$ cat config.mk
export PLATFORM = sky130hd
export DESIGN_NAME = vram_fill_seq
export DESIGN_NICKNAME = d
export VERILOG_FILES = /design/src/rtl/vram_fill_seq.sv
export SDC_FILE = /design/constraint.sdc
export NUM_CORES = 1
export LEC_CHECK = 0
export BUFFER_PORTS_ARGS = -buffer_cell sky130_fd_sc_hd__buf_2
export CORE_AREA = 2 2 135 137
export DETAILED_ROUTE_END_ITERATION = 16
export DIE_AREA = 0 0 137 139
export SETUP_SLACK_MARGIN = 0.02
export SYNTH_ARGS = -nofsm -noshare
export SYNTH_HDL_FRONTEND = slang
export SYNTH_SLANG_ARGS = --single-unit
$ cat constraint.sdc
create_clock -name i_clk_12_5875 -period 3.01 [get_ports i_clk_12_5875]
set_input_delay 0.602 -clock i_clk_12_5875 [delete_from_list [all_inputs] [get_ports i_clk_12_5875]]
set_output_delay 0.602 -clock i_clk_12_5875 [all_outputs]
set_load 0.02 [all_outputs]
$ cat src/rtl/vram_fill_seq.sv
// VRAM fill sequencer: writes a programmable region of VRAM with one of four data patterns.
// Latency: first write 1 cycle after the start edge; done pulses 1 cycle after the last write or abort.
// Backpressure: i_hold stalls the write stream with no loss; i_abort ends the fill early.
module vram_fill_seq #(
  parameter int ADDR_WIDTH    = 12,
  parameter int DATA_WIDTH    = 8,
  parameter int FILL_ON_RESET = 1,
  parameter int DEF_BASE      = 0,
  parameter int DEF_LENGTH    = 4096,
  parameter int DEF_MODE      = 0,
  parameter int DEF_PATTERN   = 8'h0F
) (
  input  logic                  i_clk_12_5875,
  input  logic                  i_rst,
  input  logic                  i_start,
  input  logic [ADDR_WIDTH-1:0] i_cfg_base,
  input  logic [ADDR_WIDTH:0]   i_cfg_length,
  input  logic [ADDR_WIDTH-1:0] i_cfg_stride,
  input  logic [1:0]            i_cfg_mode,
  input  logic [DATA_WIDTH-1:0] i_cfg_pattern,
  input  logic                  i_hold,
  input  logic                  i_abort,
  output logic [DATA_WIDTH-1:0] o_data,
  output logic [ADDR_WIDTH-1:0] o_address,
  output logic                  o_write_enable,
  output logic                  o_in_progress,
  output logic                  o_done
);

  localparam logic [1:0] C_CONST   = 2'd0;
  localparam logic [1:0] C_INC     = 2'd1;
  localparam logic [1:0] C_ADDR_LO = 2'd2;
  localparam logic [1:0] C_CHECKER = 2'd3;

  // Auto fill after reset uses a unit stride so the default region is contiguous.
  localparam logic [ADDR_WIDTH-1:0] C_DEF_BASE   = ADDR_WIDTH'(DEF_BASE);
  localparam logic [ADDR_WIDTH:0]   C_DEF_LEN    = (ADDR_WIDTH+1)'(DEF_LENGTH);
  localparam logic [ADDR_WIDTH-1:0] C_DEF_STRIDE = ADDR_WIDTH'(1);
  localparam logic [1:0]            C_DEF_MODE   = 2'(DEF_MODE);
  localparam logic [DATA_WIDTH-1:0] C_DEF_PAT    = DATA_WIDTH'(DEF_PATTERN);
  localparam logic                  C_AUTO       = (FILL_ON_RESET != 0);
  localparam logic [ADDR_WIDTH:0]   C_ONE        = (ADDR_WIDTH+1)'(1);

  typedef enum logic [1:0] {S_IDLE, S_RUN, S_FINISH} state_t;

  state_t                r_state;
  state_t                w_state_nxt;
  logic                  r_auto;
  logic [ADDR_WIDTH:0]   r_len;
  logic [ADDR_WIDTH:0]   r_idx;
  logic [ADDR_WIDTH-1:0] r_cur;
  logic [ADDR_WIDTH-1:0] r_stride;
  logic [1:0]            r_mode;
  logic [DATA_WIDTH-1:0] r_pat;
  logic [DATA_WIDTH-1:0] r_data;
  logic [ADDR_WIDTH-1:0] r_addr;
  logic                  r_we;
  logic                  r_inprog;
  logic                  r_done;

  logic                  w_latch;
  logic                  w_issue;
  logic                  w_we_nxt;
  logic                  w_inprog_nxt;
  logic                  w_done_nxt;
  logic [DATA_WIDTH-1:0] w_data_nxt;
  logic [ADDR_WIDTH:0]   w_idx_inc;
  logic [DATA_WIDTH-1:0] w_idx_lo;
  logic [DATA_WIDTH-1:0] w_addr_lo;
  logic [ADDR_WIDTH-1:0] w_sel_base;
  logic [ADDR_WIDTH:0]   w_sel_len;
  logic [ADDR_WIDTH-1:0] w_sel_stride;
  logic [1:0]            w_sel_mode;
  logic [DATA_WIDTH-1:0] w_sel_pat;

  // The pending auto fill takes the defaults; otherwise the host config is used.
  assign w_sel_base   = r_auto ? C_DEF_BASE   : i_cfg_base;
  assign w_sel_len    = r_auto ? C_DEF_LEN    : i_cfg_length;
  assign w_sel_stride = r_auto ? C_DEF_STRIDE : i_cfg_stride;
  assign w_sel_mode   = r_auto ? C_DEF_MODE   : i_cfg_mode;
  assign w_sel_pat    = r_auto ? C_DEF_PAT    : i_cfg_pattern;

  assign w_idx_inc = r_idx + C_ONE;
  assign w_idx_lo  = DATA_WIDTH'(r_idx);
  assign w_addr_lo = DATA_WIDTH'(r_cur);

  assign o_data         = r_data;
  assign o_address      = r_addr;
  assign o_write_enable = r_we;
  assign o_in_progress  = r_inprog;
  assign o_done         = r_done;

  // State register.
  always_ff @(posedge i_clk_12_5875 or posedge i_rst) begin
    if (i_rst) r_state <= S_IDLE;
    else       r_state <= w_state_nxt;
  end

  // Next state and next output strobes; abort outranks hold, start outranks abort in IDLE.
  always_comb begin
    w_state_nxt  = r_state;
    w_latch      = 1'b0;
    w_issue      = 1'b0;
    w_we_nxt     = 1'b0;
    w_inprog_nxt = 1'b0;
    w_done_nxt   = 1'b0;
    case (r_state)
      S_IDLE: begin
        if (r_auto || i_start) begin
          w_latch     = 1'b1;
          w_state_nxt = (w_sel_len == '0) ? S_FINISH : S_RUN;
        end
      end
      S_RUN: begin
        w_inprog_nxt = 1'b1;
        if (i_abort) begin
          w_state_nxt = S_FINISH;
        end else if (!i_hold) begin
          w_issue  = 1'b1;
          w_we_nxt = 1'b1;
          if (w_idx_inc == r_len) w_state_nxt = S_FINISH;
        end
      end
      S_FINISH: begin
        w_done_nxt  = 1'b1;
        w_state_nxt = S_IDLE;
      end
      default: w_state_nxt = S_IDLE;
    endcase
  end

  // Pattern generator for the write currently being issued.
  always_comb begin
    w_data_nxt = r_pat;
    case (r_mode)
      C_CONST:   w_data_nxt = r_pat;
      C_INC:     w_data_nxt = r_pat + w_idx_lo;
      C_ADDR_LO: w_data_nxt = w_addr_lo;
      C_CHECKER: w_data_nxt = r_idx[0] ? ~r_pat : r_pat;
    endcase
  end

  // Config latch, write counter/address accumulator and registered outputs.
  always_ff @(posedge i_clk_12_5875 or posedge i_rst) begin
    if (i_rst) begin
      r_auto   <= C_AUTO;
      r_len    <= '0;
      r_idx    <= '0;
      r_cur    <= '0;
      r_stride <= '0;
      r_mode   <= '0;
      r_pat    <= '0;
      r_data   <= '0;
      r_addr   <= '0;
      r_we     <= 1'b0;
      r_inprog <= 1'b0;
      r_done   <= 1'b0;
    end else begin
      r_we     <= w_we_nxt;
      r_inprog <= w_inprog_nxt;
      r_done   <= w_done_nxt;
      if (w_latch) begin
        r_auto   <= 1'b0;
        r_len    <= w_sel_len;
        r_idx    <= '0;
        r_cur    <= w_sel_base;
        r_stride <= w_sel_stride;
        r_mode   <= w_sel_mode;
        r_pat    <= w_sel_pat;
      end
      if (w_issue) begin
        r_addr <= r_cur;
        r_data <= w_data_nxt;
        r_idx  <= w_idx_inc;
        r_cur  <= r_cur + r_stride;
      end
    end
  end

endmodule
==> Word level (Yosys, flattened, before mapping) <==
Cells that the tools add are included.
{ "word_totals": {"ff_bits": 86, "rom_bits": 0, "output_inout_bits": 23, "latchBits": 0, "word_cells": 56, "mem_bits_rw": 0, "n_memories": 0, "in_bits": 52} }
{ "op_classes": {"muxes": 24, "div_mod_pow": 0, "add_sub_neg": 3, "magnitude_cmp": 0, "shifts": 0, "bitwise_logic": 1, "mul": 0, "reduce_logical": 6, "n_eq_ne": 9} }
{ "ops": {"columns": ["operator", "count"], "rows": [
  ["12-bit 2-to-1 mux", 4],
  ["13-bit 2-to-1 mux", 3],
  ["8-bit one-hot mux with 4 select lines", 1],
  ["8-bit 2-to-1 mux", 2],
  ["13-bit by 1-bit adder with 13-bit output, second input constant", 1],
  ["13-bit == test", 1],
  ["13-bit zero test", 1],
  ["12-bit adder", 1],
  ["2-bit 2-to-1 mux", 6],
  ["8-bit adder", 1],
  ["8-bit inverter", 1],
  ["1-bit 2-to-1 mux", 7],
  ["2-bit == test, second input constant", 3],
  ["3-bit inequality test, second input constant", 2],
  ["2-bit by 1-bit == test with 1-bit output, second input constant", 2],
  ["2-bit zero test", 2],
  ["2-bit one-hot mux with 2 select lines", 1],
  ["3-bit AND reduction", 1],
  ["2-bit inequality test, second input constant", 1],
  ["2-bit nonzero test", 1],
  ["1-bit logical OR", 1]
]} }

==> Logic depth before layout (Yosys ltp) <==
Gate-level depths: netlist of run 1.
{ "depth": {"word_depth": 6, "mapped_depth": 8, "ltp_nobuf": 8} }

==> Least setup slack after synthesis of run 1 <==
OpenSTA, ideal clock, no wires.
{ "synth_timing": {"path_kind": "reg2reg", "from": "register r_idx[0]", "to": "register r_data[6] (netlist: o_data[6])", "period_less_slack_ns": 2.281, "arrival_time_ns": 2.146, "setup_time_ns": 0.136, "setup_slack_ns": 0.729, "path_buffers": 0, "path_stages_with_launch": 9, "cell_sequence": "dfrtp_1 > ha_1 > fa_1 > a21o_1 > a21oi_1 > o21ai_0 > or4_1 > a41oi_1 > o21ai_0"} }
{ "synth_via": {"elab_chain_cells": 2, "word_cells_on_any_way": 3} }
{ "synth_lines": {"columns": ["element", "line_no", "text"], "rows": [
  ["start, declared", "50", "logic [ADDR_WIDTH:0] r_idx;"],
  ["start signal, assigned", "174", "r_idx <= w_idx_inc;"],
  ["8-bit adder / 8-bit 2-to-1 mux (equally long branches)", "137, 139", null],
  ["8-bit one-hot mux with 4 select lines (*)", "135", "case (r_mode)"],
  ["end signal, assigned", "173", "r_data <= w_data_nxt;"],
  ["end, declared", "55", "logic [DATA_WIDTH-1:0] r_data;"]
]} }
Every way passes the cells marked *; elsewhere a longest branch is shown, timed or not.
A chain may end at the register's enable or synchronous reset.

==> Worst setup path after layout of run 1 <==
{ "layout_timing": {"from": "register r_pat[0]", "to": "register r_data[6] (netlist: o_data[6])"} }
{ "layout_via": {"elab_chain_cells": 2} }
{ "layout_lines": {"columns": ["element", "line_no", "text"], "rows": [
  ["start, declared", "54", "logic [DATA_WIDTH-1:0] r_pat;"],
  ["start signal, assigned", "169", "r_pat <= w_sel_pat;"],
  ["8-bit adder", "137", "C_INC: w_data_nxt = r_pat + w_idx_lo;"],
  ["8-bit one-hot mux with 4 select lines", "135", null]
]} }
No other way between the ends.

==> impl.org, run 1 <==
** Synthesis
- sky130_fd_sc_hd__dfrtp_1 takes more of the synthesized area than any other cell.
- Total of flip-flops plus latches after synthesis :: 86
- Proportion of synthesized chip area in sequential cells :: 42.89%
- The number of nets handed over by synthesis was 649.
- Asr flop ratio synth :: 100.0%
- The synthesized design devotes to its leading area cell type 42.36% of total area.
- Yosys synthesis warning count :: 0
- The most used flip-flop cell after synthesis is sky130_fd_sc_hd__dfrtp_1.
- A synthesized cell averages 8.717 µm².
- Netlist Area Pre-Place :: 5021 µm²
- Main area contributors after synthesis :: sky130_fd_sc_hd__dfrtp_1 42%, sky130_fd_sc_hd__nand2_1 8.4%, sky130_fd_sc_hd__o21ai_0 6.9%
- Library cells used by synthesis :: 57
- Number of flops mapped to enable cells by yosys :: 0
- Instance count of the mapped netlist :: 576

** Placed design
- I/O Buffers :: 74
- Once placement completed, the tool counted placed cells totaling 857.
- At the end of routability-driven placement, the weighted congestion stood at 0.8488.
- HPWL reported at the end of detailed placement :: 9.341 mm
- Prior to clock tree synthesis, the placed netlist has a worst setup slack of 657.0 ps.

** Global routing
- The via count of the first global-routing pass came to 3989.
- In the global route stage, overall resource usage came out at 14.04%.
- Initial antenna violation count :: 0
- Entering global routing, the biggest net connects 69 pins.
- The total overflow left after global routing is 0.
- Wire length of the first global-routing pass :: 21.07 mm

** Clock network
- Number of buffers added to fix hold violations after cts :: 0
- CTS HTree Levels :: 3
- Clock tree from TritonCTS :: done
- PostCTS Resize Cnt :: 0
- Clock Latency Late Sink :: 350 ps
- Post-CTS setup-driven buffer insertion count :: 0
- TritonCTS sink count :: 86
- The root buffer cell chosen for the clock tree is sky130_fd_sc_hd__clkbuf_16.
- Maximum clock path buffer count :: 2
- Reg clk slew, reported paths :: 70 ps
- TritonCTS created 9 clock buffers.

** Floorplanning
- Row generation in the floorplan step produced 49 rows.
- Die Height :: 139 µm
- The die is 137 µm wide.
- Starting Density :: 28.44%
- Ports placed on the boundary :: 75
- The core region is 17660 µm².
- The floorplan step defined a die boundary enclosing 19040 µm².

** STA
- Final setup violation count :: 0
- Fin worst setup slack :: 636.8 ps
- Maximum achievable frequency :: 0.4214 GHz
- The routed design could run at a clock period as short as 2373 ps.
- On the final layout, the worst clock skew is 9.443 ps.
- For the pin with the worst max-slew slack, the measured transition is 1031 ps.
- The count of final max-slew check failures came to 0.
- Setup repair after global routing left no endpoint under its margin.
- Hold is met by 91.67 ps.
- Rel. slew slack :: 31.01%
- Setup total negative slack on the finished layout was measured at 0 ps.
- Fraction of the cycle the final worst path needs :: 78.84%
- The final count of hold timing violations is 0.

** Critical path
- Origin of the critical flop-to-flop path :: r_pat[0]$_DFFE_PP0P_
- Cell type group with the largest total delay on the critical path :: compound AO/OA/AOI/OAI gates
- Number of cells on the worst reg-to-reg path :: 8
- On the worst path, the slowest cell contributes a delay of 420 ps.
- Critical path class :: flip-flop to flip-flop
- Walking the worst path, the cells encountered are ha_1 -> fa_1 -> a21o_1 -> a21oi_1 -> o21ai_0 -> or4_1 -> a41oi_1 -> o21ai_0.
- Buffer and inverter count on the worst path :: 0
- The most numerous cell type found on the critical path is sky130_fd_sc_hd__o21ai_0.
- Endpoint class of the critical path :: flip-flop
- Element type at the critical path start :: flip-flop
- The endpoint identified for the worst register-to-register timing path is o_data[6]$_DFFE_PP0P_.
- For this design, the slowest cell found on the critical path is sky130_fd_sc_hd__fa_1.
- STA puts the critical path data required time at 3220 ps.
- Arrival time of the worst setup path :: 2590 ps
- Of all nets on the critical path, the largest fanout is 3.
- The setup check on the worst reg-to-reg path leaves a slack of 640 ps.

** Final layout
- In the layout the commonest cells are 112 x sky130_fd_sc_hd__nand2_1, 85 x sky130_fd_sc_hd__dfrtp_1, 74 x sky130_fd_sc_hd__buf_2, 69 x sky130_fd_sc_hd__o21ai_0.
- The library cell used most frequently in the layout, excluding fill and tap cells, is sky130_fd_sc_hd__nand2_1.
- For this run, the number of standard cells in the final layout without fillers is 873.
- 0 antenna diodes ended up in the layout.
- Filler cell count :: 1867
- From synthesis to final layout, the design area changed by 18.56%.
- At the end of the flow, the number of nets in the layout was 712.
- The post-route netlist has 16.77% of its cells at a drive strength greater than 1.

** Power
- Leakage power figure :: 2.813 nW
- Worst VDD drop :: 0.3860 mV
- Power per cell area :: 994.2 nW/µm²

** Route
- Before antenna repair, the detailed router went through 4 iterations.
- Via density :: 4.858
- Summing over every cut layer, the via total after detailed routing is 4241.
- After detailed routing, the average wire length per cell comes to 14.72 µm.
- Count of routing violations after the opening detailed-route iteration :: 219
- After detailed routing, the number of remaining DRC violations is 0.
- The final layout contains routed wiring with a total length of 12.85 mm.
- Once detail routing completed, the nets flagged for antenna violations numbered 0.

** Worst hold path
- Classification of the worst-slack hold path :: input port to async pin

** Status
- Run status :: complete, no violations

** Job
- Max Cap Violations :: 0
==> layer usage <==
| layer | vias up | share of wire (%) | global-route usage, % |
|---|---|---|---|
| met4 | 0 | 1.7 | 4.558 |
| met2 | 76 | 45 | 20.66 |
| met3 | 12 | 3.2 | 2.741 |
| li1 | 2155 | - | - |
| met1 | 1998 | 50 | 20.56 |
| met5 | - | 0 | 0 |
==> final cells by class <==
| class | count | area [µm²] | share of cell area (%) |
|---|---|---|---|
| Multi-Input combinational cell | 449 | 2701 | 45.38 |
| Sequential cell | 86 | 2153 | 36.17 |
| Timing Repair Buffer | 83 | 450.4 | 7.566 |
| Tap cell | 229 | 286.5 | 4.813 |
| Clock buffer | 10 | 229.0 | 3.846 |
| Clock inverter | 6 | 93.84 | 1.576 |
| Inverter | 10 | 38.79 | 0.6515 |
==> synthesized netlist by cell type (2+ instances only) <==
cell                       number
sky130_fd_sc_hd__o21bai_1       3
sky130_fd_sc_hd__nand2_1      112
sky130_fd_sc_hd__and3_1         2
sky130_fd_sc_hd__nand3_1       11
sky130_fd_sc_hd__o31ai_1        5
sky130_fd_sc_hd__fa_1           2
sky130_fd_sc_hd__nand4_1        7
sky130_fd_sc_hd__a41oi_1        2
sky130_fd_sc_hd__o21ai_1        3
sky130_fd_sc_hd__clkbuf_1      22
sky130_fd_sc_hd__mux2i_1        5
sky130_fd_sc_hd__ha_1          19
sky130_fd_sc_hd__o21ai_0       69
sky130_fd_sc_hd__a31oi_1        4
sky130_fd_sc_hd__o22ai_1        3
sky130_fd_sc_hd__buf_2          4
sky130_fd_sc_hd__nor3b_1       12
sky130_fd_sc_hd__a21o_1         8
sky130_fd_sc_hd__o221ai_1       3
sky130_fd_sc_hd__nor4_1         5
sky130_fd_sc_hd__buf_6          2
sky130_fd_sc_hd__a211oi_1       9
sky130_fd_sc_hd__a21oi_1       29
sky130_fd_sc_hd__or4_1          3
sky130_fd_sc_hd__buf_1          2
sky130_fd_sc_hd__dfrtp_1       85
sky130_fd_sc_hd__a211o_1        2
sky130_fd_sc_hd__xnor2_1       16
sky130_fd_sc_hd__a22oi_1        2
sky130_fd_sc_hd__o211ai_1       4
sky130_fd_sc_hd__o21a_1         2
sky130_fd_sc_hd__nor2b_1        4
sky130_fd_sc_hd__nand2b_1      30
sky130_fd_sc_hd__inv_1          9
sky130_fd_sc_hd__o41ai_1        2
sky130_fd_sc_hd__nor2_1        30
sky130_fd_sc_hd__nor3_1         9
sky130_fd_sc_hd__xor2_1        16
==> power by group <==
part	switching, W	total, W	internal, W
registers	0.000494	0.00211	0.00162
clock network	0.000485	0.00122	0.000735
logic	0.00149	0.00259	0.00109
==> how the worst max path moves through the flow <==
stage | slack (ps) | start | cells after the start | end
6_report | 640 | r_pat[0]$_DFFE_PP0P_ | 8 | o_data[6]$_DFFE_PP0P_
5_1_grt | 500 | r_idx[0]$_DFFE_PP0P_ | 8 | r_state[0]$_DFFE_PP0P_
4_1_cts | 630 | r_idx[0]$_DFFE_PP0P_ | 8 | o_data[6]$_DFFE_PP0P_
3_5_place_dp | 660 | r_idx[0]$_DFFE_PP0P_ | 8 | o_data[6]$_DFFE_PP0P_
3_3_place_gp | 690 | r_idx[0]$_DFFE_PP0P_ | 8 | o_data[6]$_DFFE_PP0P_
2_1_floorplan | 190 | i_rst | 1 | o_address[0]$_DFFE_PP0P_
==> kinds of logic (layout without fill, tap and decap cells) <==
kind of cell,after synthesis,after routing,synth area share (%)
multiplexers,6,6,1.445
buffers and inverters,41,109,3.538
XOR/XNOR,32,32,5.582
adder cells (fa/ha/maj),21,21,5.532
AO/OA/AOI/OAI,154,154,18.29
AND/OR/NAND/NOR,236,236,22.73
flip-flops,86,86,42.89
==> per-stage QoR <==
step / utilization [%] / power [W] / cell area (µm²)
after floorplan: - / 0.003967 / 5021
after global placement: 31.89 / 0.004690 / 5630
after detailed placement: 31.89 / 0.004714 / 5630
after CTS: 33.72 / 0.005957 / 5953
after global routing: 33.72 / 0.006394 / 5953
final: 33.72 / 0.005919 / 5953
==> flip-flops by register name, indices dropped and copies added (netlist names) <==
register	count
o_done	1
r_pat	8
r_idx	13
r_cur	12
r_mode	2
o_in_progress	1
o_write_enable	1
o_address	12
r_len	13
r_stride	12
o_data	8
r_auto	1
r_state	2
Note: power is estimated with default switching activity, not from simulation.
==> inputs of run 2 (changes only) <==
==> constraint.sdc (replaced) <==
create_clock -name i_clk_12_5875 -period 2.38 [get_ports i_clk_12_5875]
set_input_delay 0.476 -clock i_clk_12_5875 [delete_from_list [all_inputs] [get_ports i_clk_12_5875]]
set_output_delay 0.476 -clock i_clk_12_5875 [all_outputs]
set_load 0.02 [all_outputs]
==> run 2 against run 1 <==
  * Core utilization rose by 0.74 points
  * Die area is the same
  * Global-route usage increased by 0.17 points
  * Sequential share of layout area shrank 0.78 points
  * Flip-flop and latch count is the same
  * Clock power is 26% higher
  * Count of clock-buffer cells in the layout increased by 1
  * Largest cell class unchanged
  * Largest power group unchanged
==> impl.org, run 2 (same netlist as run 1, synthesis figures left out) <==
** Power
- The peak supply drop is 0.4560 mV (was 0.3860 mV).
- The leakage power of the design is 2.878 nW (was 2.813 nW).
- The power density normalized to cell area was 1245 nW/µm² (was 994.2 nW/µm²).
- The overall power came to 0.007574 W (was 0.005919 W).

** Critical path
- The element type at the critical path end is a flip-flop (unchanged).
- The launching element type of the critical path is a flip-flop (unchanged).
- Sequence of cells on the critical path: ha_2 -> fa_2 -> a21o_1 -> a21oi_2 -> o21ai_0 -> or4_1 -> a41oi_2 -> o21ai_0 (was ha_1 -> fa_1 -> a21o_1 -> a21oi_1 -> o21ai_0 -> or4_1 -> a41oi_1 -> o21ai_0).
- Slowest cell on the critical path :: sky130_fd_sc_hd__or4_1 (was sky130_fd_sc_hd__fa_1)
- Cell mode on critical path :: sky130_fd_sc_hd__o21ai_0 (unchanged)
- Data required time of the worst path :: 2570 ps (was 3220 ps)
- Crit path max fanout :: 3 (unchanged)
- The number of buffers and inverters on the critical path was 0 (unchanged).
- Origin of the critical flop-to-flop path :: r_pat[0]$_DFFE_PP0P_ (unchanged)
- Critical path class :: flip-flop to flip-flop (unchanged)
- The critical path launch point is r_pat[0]$_DFFE_PP0P_ (unchanged).
- Delay of the slowest cell on the worst path :: 420 ps (about the same)
- The cell family with the largest share of critical-path delay was compound AO/OA/AOI/OAI gates (unchanged).
- Arrival time of the worst setup path :: 2410 ps (was 2590 ps)

** Clock network
- Clock Latency Late Sink :: 340 ps (was 350 ps)
- The buffer levels on the longest clock path came to 2 (unchanged).
- Total CTS buffers :: 9 (unchanged)
- The clock tree from TritonCTS is done (unchanged).
- Number of buffers added to fix hold violations after cts :: 0 (unchanged)
- The clock sink count came to 86 (unchanged).
- The clock edge transition at the registers on the reported setup and hold paths was 70 ps (about the same).
- CTS root buf :: sky130_fd_sc_hd__clkbuf_16 (unchanged)
- CTS HTree Levels :: 3 (unchanged)

** Route
- Total DRC errors in the routed layout :: 0 (unchanged)
- Detailed-route wire length per cell :: 14.67 µm (was 14.72 µm)
- The number of antenna-violating nets in the routed design came to 0 (unchanged).
- Count of routing violations after the opening detailed-route iteration :: 302 (was 219)
- The routed via count was 4290 (was 4241).
- The final wirelength is 12.97 mm (was 12.85 mm).
- The number of search-and-repair iterations in the first detailed-routing pass was 7 (was 4).
- Via density :: 4.853 (was 4.858)

** Final layout
- Commonest non-fill, non-tap cell in the layout :: sky130_fd_sc_hd__nand2_1 (unchanged)
- Most used cells in the layout excluding fill and tap cells :: 112 x sky130_fd_sc_hd__nand2_1, 85 x sky130_fd_sc_hd__dfrtp_1, 74 x sky130_fd_sc_hd__buf_2, 69 x sky130_fd_sc_hd__o21ai_0 (unchanged)
- # nets final :: 723 (was 712)
- Layout cell share with drive strength beyond 1 :: 19.24% (was 16.77%)
- Relative area change from synthesis to final layout :: 21.18% (was 18.56%)
- The number of antenna diodes came to 0 (unchanged).
- Registers with the highest flip-flop counts :: r_idx x13, r_len x13 (unchanged)

** STA
- Maximum achievable frequency :: 0.4491 GHz (was 0.4214 GHz)
- Clock Skews :: 10.38 ps (was 9.443 ps)
- Final setup violation count :: 0 (unchanged)
- Transition at the pin with the smallest max-transition slack :: 721.9 ps (was 1031 ps)
- Rel. slew slack :: 51.87% (was 31.01%)
- Setup repair after global routing missed its margin :: false (unchanged)
- The final clock period utilization by the worst path came to 93.56% (was 78.84%).
- The worst-case setup margin in the final layout came to 153.4 ps (was 636.8 ps).
- The final count of hold timing violations is 0 (unchanged).
- The total negative slack for setup checks was 0 ps (unchanged).
- Final max-slew violation count :: 0 (unchanged)
- Period minus WS final :: 2227 ps (was 2373 ps)

** Placed design
- HPWL reported at the end of detailed placement :: 9.533 mm (was 9.341 mm)
- Post-placement setup slack :: 39.81 ps (was 657.0 ps)
- The final weighted congestion in routability-driven placement was 0.8659 (was 0.8488).
- I/O Buffers :: 74 (unchanged)

** Floorplanning
- The area enclosed by the die boundary came to 19040 µm² (unchanged).
- Die W :: 137 µm (unchanged)
- Ports placed on the boundary :: 75 (unchanged)
- The height of the chip was 139 µm (unchanged).
- Core Region :: 17660 µm² (unchanged)
- Floorplan row count :: 49 (unchanged)
- The initial core utilization was 28.44% (unchanged).

** Global routing
- Maximum number of pins on one net before global-route repair :: 89 (was 69)
- Initial antenna violation count :: 0 (unchanged)
- GRT Util Overall :: 14.21% (was 14.04%)
- Leftover overflow at the end of global routing :: 0 (unchanged)
- Wire length of the first global-routing pass :: 21.62 mm (was 21.07 mm)
- The via count of the first global-routing pass is 4121 (was 3989).

** Status
- Run status :: complete, no violations (unchanged)

** Job
- The number of max-capacitance violations reported came to 0 (unchanged).

** Worst hold path
- Classification of the worst-slack hold path :: input port to async pin (unchanged)
## run 2: through the flow
step	hold slack [ps]	cell area (µm²)	std cells	util, %
finish	92.66	6085	884	34.46
global placement	446.5	5728	868	32.44
floorplan	430.1	5025	576	-
detailed placement	448.3	5728	868	32.44
global route	108.5	6085	884	34.46
CTS	92.15	6057	884	34.30
## run 2: power by group
| part | internal (W) | total (W) | switching (W) | leakage (nW) |
|---|---|---|---|---|
| logic | 0.00146 | 0.00340 | 0.00193 | 1.63 |
| clock network | 0.000951 | 0.00154 | 0.000586 | 0.160 |
| registers | 0.00205 | 0.00264 | 0.000596 | 1.09 |
## run 2: worst paths after layout
kind	slack, ps	to	cells past startpoint
worst min register to register	450	o_done$_DFF_PP0_	1
worst max register to register	150	o_data[6]$_DFFE_PP0P_	8
min in group i_clk_12_5875	370	r_stride[0]$_DFFE_PP0P_	3
worst min-delay path	90	r_len[1]$_DFFE_PP0P_	2
max in group asynchronous	1700	r_auto$_DFFE_PP1P_	3
worst max-delay path	150	o_data[6]$_DFFE_PP0P_	8
## run 2: cell type report
cell class                 count  area, µm²
fill                        1852      11570
multi-input combinational    449       2733
sequential                    86       2153
timing repair buffer          94      545.5
tap                          229      286.5
clock buffer                  11      242.7
clock inverter                 5      82.58
inverter                      10      41.29
## run 2: repair_timing
action | 4_1_cts | 5_1_grt
buffers inserted | 0 | 0
endpoints found under the setup margin | 1 | 4
resized for setup | 1 | 6
## run 2: routing by layer
layer / wire, µm / global-route usage (%) / vias up / share of wire (%)
met3: 504 / 2.083 / 25 / 3.9
li1: - / - / 2167 / -
met4: 290 / 4.775 / 0 / 2.2
met2: 5728 / 21.05 / 102 / 44
met1: 6446 / 21.05 / 1996 / 50
met5: 0 / 0 / - / 0
